## src/rtl/mm_burst_responder.sv

```systemverilog
`default_nettype none
`timescale 1ns/1ps
// ============================================================================
// Module   : mm_burst_responder
// Purpose  : Main-memory side of the cache link. Holds a word array and
//            serves whole-block line fills (fixed latency, one beat per cycle)
//            and write-backs (beats accepted under wr_valid).
// Revision : 1.0 - initial release
// ============================================================================
module mm_burst_responder #(
  parameter int ADDR_W      = 5,
  parameter int DATA_W      = 16,
  parameter int BLOCK_WORDS = 4,
  parameter int LATENCY     = 2
) (
  input  logic                                   clk,
  input  logic                                   rst_n,
  input  logic                                   req_valid,
  output logic                                   req_ready,
  input  logic                                   req_write,
  input  logic [ADDR_W-$clog2(BLOCK_WORDS)-1:0]  req_block,
  input  logic [DATA_W-1:0]                      wr_data,
  input  logic                                   wr_valid,
  output logic                                   wr_ready,
  output logic [DATA_W-1:0]                      rd_data,
  output logic                                   rd_valid,
  output logic                                   done,
  output logic                                   busy
);

  localparam int c_BEAT_W = $clog2(BLOCK_WORDS);
  localparam int c_BLK_W  = ADDR_W - c_BEAT_W;
  localparam int c_DEPTH  = 1 << ADDR_W;
  localparam int c_LAT_W  = (LATENCY < 1) ? 1 : $clog2(LATENCY + 1);
  localparam logic [c_BEAT_W-1:0] c_LAST_BEAT = c_BEAT_W'(BLOCK_WORDS - 1);

  typedef enum logic [1:0] {
    S_IDLE  = 2'd0,
    S_WAIT  = 2'd1,
    S_READ  = 2'd2,
    S_WRITE = 2'd3
  } state_t;

  state_t               r_state, w_state_nxt;
  logic [c_LAT_W-1:0]   r_lat, w_lat_nxt;
  logic [c_BEAT_W-1:0]  r_beat, w_beat_nxt;
  logic [c_BLK_W-1:0]   r_blk, w_blk_nxt;
  logic                 r_write, w_write_nxt;
  logic [DATA_W-1:0]    r_rd_data, w_rd_data_nxt;
  logic                 r_rd_valid, w_rd_valid_nxt;
  logic                 r_done, w_done_nxt;
  logic                 w_mem_we;
  logic [ADDR_W-1:0]    w_addr;
  logic [DATA_W-1:0]    r_mem [c_DEPTH];

  // The beat counter only spans the block offset, so a burst can never leave its block.
  assign w_addr = {r_blk, r_beat};

  assign req_ready = (r_state == S_IDLE);
  assign wr_ready  = (r_state == S_WRITE);
  assign busy      = (r_state != S_IDLE);
  assign rd_data   = r_rd_data;
  assign rd_valid  = r_rd_valid;
  assign done      = r_done;

  // Next-state, counter and output-register logic for the transfer FSM.
  always_comb begin
    w_state_nxt    = r_state;
    w_lat_nxt      = r_lat;
    w_beat_nxt     = r_beat;
    w_blk_nxt      = r_blk;
    w_write_nxt    = r_write;
    w_rd_data_nxt  = r_rd_data;
    w_rd_valid_nxt = 1'b0;
    w_done_nxt     = 1'b0;
    w_mem_we       = 1'b0;
    case (r_state)
      S_IDLE: begin
        if (req_valid) begin
          w_blk_nxt   = req_block;
          w_write_nxt = req_write;
          w_lat_nxt   = c_LAT_W'(LATENCY);
          w_beat_nxt  = '0;
          if (LATENCY == 0) begin
            w_state_nxt = req_write ? S_WRITE : S_READ;
          end else begin
            w_state_nxt = S_WAIT;
          end
        end
      end
      S_WAIT: begin
        w_lat_nxt = r_lat - c_LAT_W'(1);
        if (r_lat == c_LAT_W'(1)) begin
          w_state_nxt = r_write ? S_WRITE : S_READ;
        end
      end
      S_READ: begin
        w_rd_data_nxt  = r_mem[w_addr];
        w_rd_valid_nxt = 1'b1;
        w_beat_nxt     = r_beat + c_BEAT_W'(1);
        if (r_beat == c_LAST_BEAT) begin
          w_done_nxt  = 1'b1;
          w_state_nxt = S_IDLE;
        end
      end
      S_WRITE: begin
        if (wr_valid) begin
          w_mem_we   = 1'b1;
          w_beat_nxt = r_beat + c_BEAT_W'(1);
          if (r_beat == c_LAST_BEAT) begin
            w_done_nxt  = 1'b1;
            w_state_nxt = S_IDLE;
          end
        end
      end
      default: w_state_nxt = S_IDLE;
    endcase
  end

  // State, counters, captured request and registered read outputs.
  always_ff @(posedge clk or negedge rst_n) begin
    if (!rst_n) begin
      r_state    <= S_IDLE;
      r_lat      <= '0;
      r_beat     <= '0;
      r_blk      <= '0;
      r_write    <= 1'b0;
      r_rd_data  <= '0;
      r_rd_valid <= 1'b0;
      r_done     <= 1'b0;
    end else begin
      r_state    <= w_state_nxt;
      r_lat      <= w_lat_nxt;
      r_beat     <= w_beat_nxt;
      r_blk      <= w_blk_nxt;
      r_write    <= w_write_nxt;
      r_rd_data  <= w_rd_data_nxt;
      r_rd_valid <= w_rd_valid_nxt;
      r_done     <= w_done_nxt;
    end
  end

  // Word array; reset clears every word so memory contents are deterministic.
  always_ff @(posedge clk or negedge rst_n) begin
    if (!rst_n) begin
      for (int i = 0; i < c_DEPTH; i++) begin
        r_mem[i] <= '0;
      end
    end else if (w_mem_we) begin
      r_mem[w_addr] <= wr_data;
    end
  end

endmodule
`default_nettype wire

```

## config.mk

```make
export PLATFORM = sky130hd
export DESIGN_NAME = mm_burst_responder
export DESIGN_NICKNAME = d
export VERILOG_FILES = /design/src/rtl/mm_burst_responder.sv
export SDC_FILE = /design/constraint.sdc
export NUM_CORES = 1
export LEC_CHECK = 0
export CORE_UTILIZATION = 46
export DETAILED_ROUTE_END_ITERATION = 6
export GPL_TIMING_DRIVEN = 0
export SETUP_SLACK_MARGIN = 0.02
export SLEW_MARGIN = 20
export SYNTH_ARGS = -nofsm -noshare
export SYNTH_HDL_FRONTEND = slang
export SYNTH_SLANG_ARGS = --single-unit
export TNS_END_PERCENT = 50
```

## constraint.sdc

```tcl
create_clock -name clk -period 3.8 [get_ports clk]
set_input_delay 0.38 -clock clk [delete_from_list [all_inputs] [get_ports clk]]
set_output_delay 0.38 -clock clk [all_outputs]
set_load 0.1 [all_outputs]
```

* After elaboration in Yosys (flattened, before gate mapping)
Index checks and enable logic that the tools add are counted.
** Operators by class
- Equal/unequal tests :: 8
- $lt $le $gt $ge :: 2
- Reduce and logical (&&, ||, !) cells :: 9
- Multiplexer cells :: 23
- Bitwise logic cells :: 1
- $add $sub $neg :: 2
** Operators by type and width (number)
- $bwmux 512 :: 1
- $bmux 16 s5 :: 1
- $demux 16 s5 :: 1
- $mux 16 :: 3
- $mux 2 :: 7
- $pmux 2 s4 :: 1
- $eq 2x2->1 const B :: 3
- $ge 6x6->1 const B :: 1
- $lt 6x1->1 const B :: 1
- $mux 1 :: 6
- $ne 2x2->1 const B :: 3
- $not 5->6 :: 1
- $pmux 2 s3 :: 1
- $reduce_and 3->1 :: 2
- $eq 2x1->1 const B :: 2
- $pmux 2 s2 :: 1
- $reduce_and 2->1 :: 2
- $reduce_bool 2->1 :: 2
- $reduce_bool 3->1 :: 1
- $add 2x1->2 const B :: 1
- $logic_not 2->1 :: 1
- $pmux 1 s2 :: 1
- $sub 2x1->2 const B :: 1
- $logic_and 1x1->1 :: 1
** Word-level totals
- Register bits after elaboration :: 540
- Logic and storage cells :: 85
- Output and inout bits :: 21

* Logic depth before layout (Yosys ltp)
- Word-level depth :: 6
- Mapped depth :: 10

* Least setup slack after synthesis
OpenSTA, ideal clock, no wires.
- Path kind :: register to register
- Start :: register r_state[0]
- End :: register r_blk[0]
- Cell stages (with the launch flop) :: 6
- Data arrival time :: 2.376 ns
- Path slack :: 1.299 ns
- Path through :: dfrtp_1 > or2_2 > inv_1 > and2_1 > clkbuf_1 > mux2_2
** On the way
- Longest elaborated chain between the ends :: 2
** RTL lines
- start, declared :: line 44 : state_t r_state, w_state_nxt;
- start signal, assigned :: line 132 : r_state <= w_state_nxt;
- $logic_not 2->1
- named net req_ready :: line 19 : output logic req_ready,
- $reduce_and 2->1 (no source line)
- end signal, assigned :: line 135 : r_blk <= w_blk_nxt;
- end, declared :: line 47 : logic [c_BLK_W-1:0] r_blk, w_blk_nxt;
The timed path passes the listed nets, and every way through them passes these cells.
A chain may end at the register's enable or synchronous reset.

* Final worst setup path
- Start :: register r_beat[1]
- End :: register r_mem[253] (netlist bit)
** On the way
- Longest elaborated chain between the ends :: 6
- Elaborated cells between the ends (all ways) :: 7
** RTL lines
- start, declared :: line 46 : logic [c_BEAT_W-1:0] r_beat, w_beat_nxt;
- start signal, assigned :: line 134 : r_beat <= w_beat_nxt;
- $not 5->6 (not written as such) * :: line 150 : r_mem[w_addr] <= wr_data;
- $ge 6x6->1 (not written as such) or $lt 6x1->1 (tied branches) :: line 150
- $logic_and 1x1->1 (not written as such) :: line 150
- $mux 16 (not written as such) :: line 150
- $demux 16 s5 * :: line 150
- $bwmux 512 * :: line 150
- end signal, assigned by index :: line 150
- end, declared :: line 54 : logic [DATA_W-1:0] r_mem [c_DEPTH];
Every way passes the cells marked *; elsewhere a longest branch is shown, timed or not.

==> qor.yml <==
status: "complete, no violations"
drc_errors: 0
die_w_um: 235
core_area_um2: 53800
numCtsBuffers: 59
cp-end-kind: "flop"
vias: 14000
dp_hpwl_mm: 46.7
p_leak_uw: 0.0139
synth_top_area_cell: "dfrtp_1"
die_area_um2: 55400
post_cts_buffers: 0
final_layout_size_suffix_gt1_frac: 0.422
routedWlPerCell_um: 27.3
clkLatencyLatePin_ns: 0.62
ctsLongestPathBuffers: 3
synth_top_area_share: 0.539
clockRootBuffer: "clkbuf_16"
wl_met3_mm: 3.11
synth_area_um2: 25100
h-tree-depth: 2
max-slew-margin-rel: 0.241
synth_seq_area_share: 0.539
start_util: 0.466
drtIter0Drc: 1053
p_per_area_nw_per_um2: 808
ios: 45
met1_length_mm: 30.0
cap_violations: 0
detail-route-antenna-nets: 0
fin_nets: 1689
setup_ws_ns: 0.402
synth_area_per_cell_um2: 16.2
ir_drop_mv: 0.463
synth_edf_count: 0
portBuffers: 44
syn_inst: 1549
clock_sinks: 540
arrival_ns: 3.89
ys_async_sr_fraction: 1.00
via_per_inst: 5.84
cp_max_fo: 11
tritoncts: "built"
path_clk_slew_ns: 0.06
ys_types: 47
wl_mm: 65.5
synth_common_cells: "dfrtp_1 (540), mux2_2 (386), mux2_1 (130)"
finalHoldViolations: 0
route.met2.wl_mm: 30.6
antenna_found_initial: 0
synth_area_leaders: "dfrtp_1 (54%), mux2_2 (17%), mux4_2 (9.9%), mux2_1 (5.8%), nor2_8 (2.6%)"
skew_ns: 0.0184
period_needed_ns: 3.40
grt_pass1_wl_mm: 101
max_freq_ghz: 0.294
grt.total_usage: 0.246
die_h_um: 235
fin_crit_sh: 0.894
dr.pass1.iters: 5
synthMostInstantiatedCell: "dfrtp_1"
grt-ovfl-total: 0
path_class: "reg -> reg"
rsz0062_at_grt: "no"
worstPathRequired_ns: 4.29
setup_tns_ns: 0
setup_viol: 0
ys_ff_latch: 540
final_cells: 2405
ys.flop_type: "dfrtp_1"
dpl_worst_slack_ns: 0.425
synth_warnings: 0
grt_max_degree: 105
tightest_slew_ns: 1.14
cts_resized: 0
cts_hold_buf: 1
drv_slew: 0
grt_pass1_vias: 14900
top_layer_used: "met4"
gp_congestion: 0.837
start_kind: "flop"
area_delta_synth_final_pct: 14.1
min_path_type: "in -> async"
placedCellCount: 2294
synth_nets: 1578
rows: 85
[worst paths after layout]
| check | startpoint | end | slack [ns] | cells after the start |
|---|---|---|---|---|
| setup / recovery | r_beat[1] | r_mem[253] | 0.40 | 9 |
| hold / removal | rst_n | r_mem[198] | 0.32 | 2 |
| setup reg to reg | r_beat[1] | r_mem[253] | 0.40 | 9 |
| hold reg to reg | r_mem[267] | r_mem[267] | 0.48 | 1 |
| max in group asynchronous | rst_n | r_mem[20] | 1.65 | 5 |
| min in group clk | req_block[0] | r_blk[0] | 0.37 | 2 |
[logic make-up after synthesis]
group                      count (synthesis)  share of synthesized area
AOI/OAI and AO/OA                        109                     0.0336
adders and majority gates                  5                    0.00249
buffers and inverters                    140                     0.0371
DFF                                      540                      0.539
muxes                                    662                      0.345
and+or+nand+nor                           93                     0.0430
[metal layers]
| metal | GRT usage | up-vias |
|---|---|---|
| li1 | - | 6049 |
| met1 | 0.356 | 7600 |
| met2 | 0.380 | 288 |
| met3 | 0.0407 | 101 |
| met4 | 0.0784 | 0 |
| met5 | 0 | - |
[layout by cell type (no fill, tap or decap), types with 7 or more instances in the layout]
cell type,count
a22oi_1,64
clkbuf_8,20
buf_6,47
a41oi_1,9
buf_4,9
nand2_1,7
mux4_2,110
dfrtp_1,540
clkinv_2,7
a31oi_1,7
a22o_1,7
nor2_8,32
clkbuf_1,74
mux2_2,386
clkdlybuf4s50_1,43
nor2_1,22
o21ai_0,7
clkbuf_16,61
mux2_1,130
mux2i_1,36
buf_2,14
[cell type report]
| class | count | area, um^2 |
|---|---|---|
| Antenna cell | 2 | 5.00 |
| Buffer | 135 | 912 |
| Clock buffer | 94 | 1850 |
| Clock inverter | 14 | 204 |
| Fill cell | 4403 | 25200 |
| Inverter | 5 | 18.8 |
| Multi-Input combinational cell | 869 | 10600 |
| Sequential cell | 540 | 13500 |
| Tap cell | 696 | 871 |
| Timing Repair Buffer | 50 | 593 |
[state kept, by name, summed over array words and instances, names as in the netlist]
signal,flops
rd_data,16
rd_valid,1
done,1
r_state,2
r_lat,2
r_blk,3
r_write,1
r_mem,512
r_beat,2
[worst max-delay path: stages (launching register included)]
cell      delay [ns]
dfrtp_1         0.37
buf_2           0.27
buf_6           0.25
clkbuf_1        0.85
inv_1           0.21
ha_1            0.28
nand3_4         0.37
nor2_8          0.13
buf_6           0.19
mux2_1          0.32
[per-stage QoR]
step	hold slack, ns	power, uW	cell area [um^2]	util
2_1_floorplan	0.0844	14500	25100	-
3_3_place_gp	0.461	17000	26400	0.490
3_5_place_dp	0.380	17200	26500	0.493
4_1_cts	0.318	23300	28600	0.531
5_1_grt	0.351	24200	28600	0.531
6_report	0.321	23100	28600	0.532
[power by group]
part | internal, uW | switching [uW] | total [uW]
sequential | 7810 | 1060 | 8860
combinational | 3650 | 4570 | 8220
clock | 3650 | 2370 | 6020
total | 15100 | 8000 | 23100
Note: power is estimated with default switching activity, not from simulation.
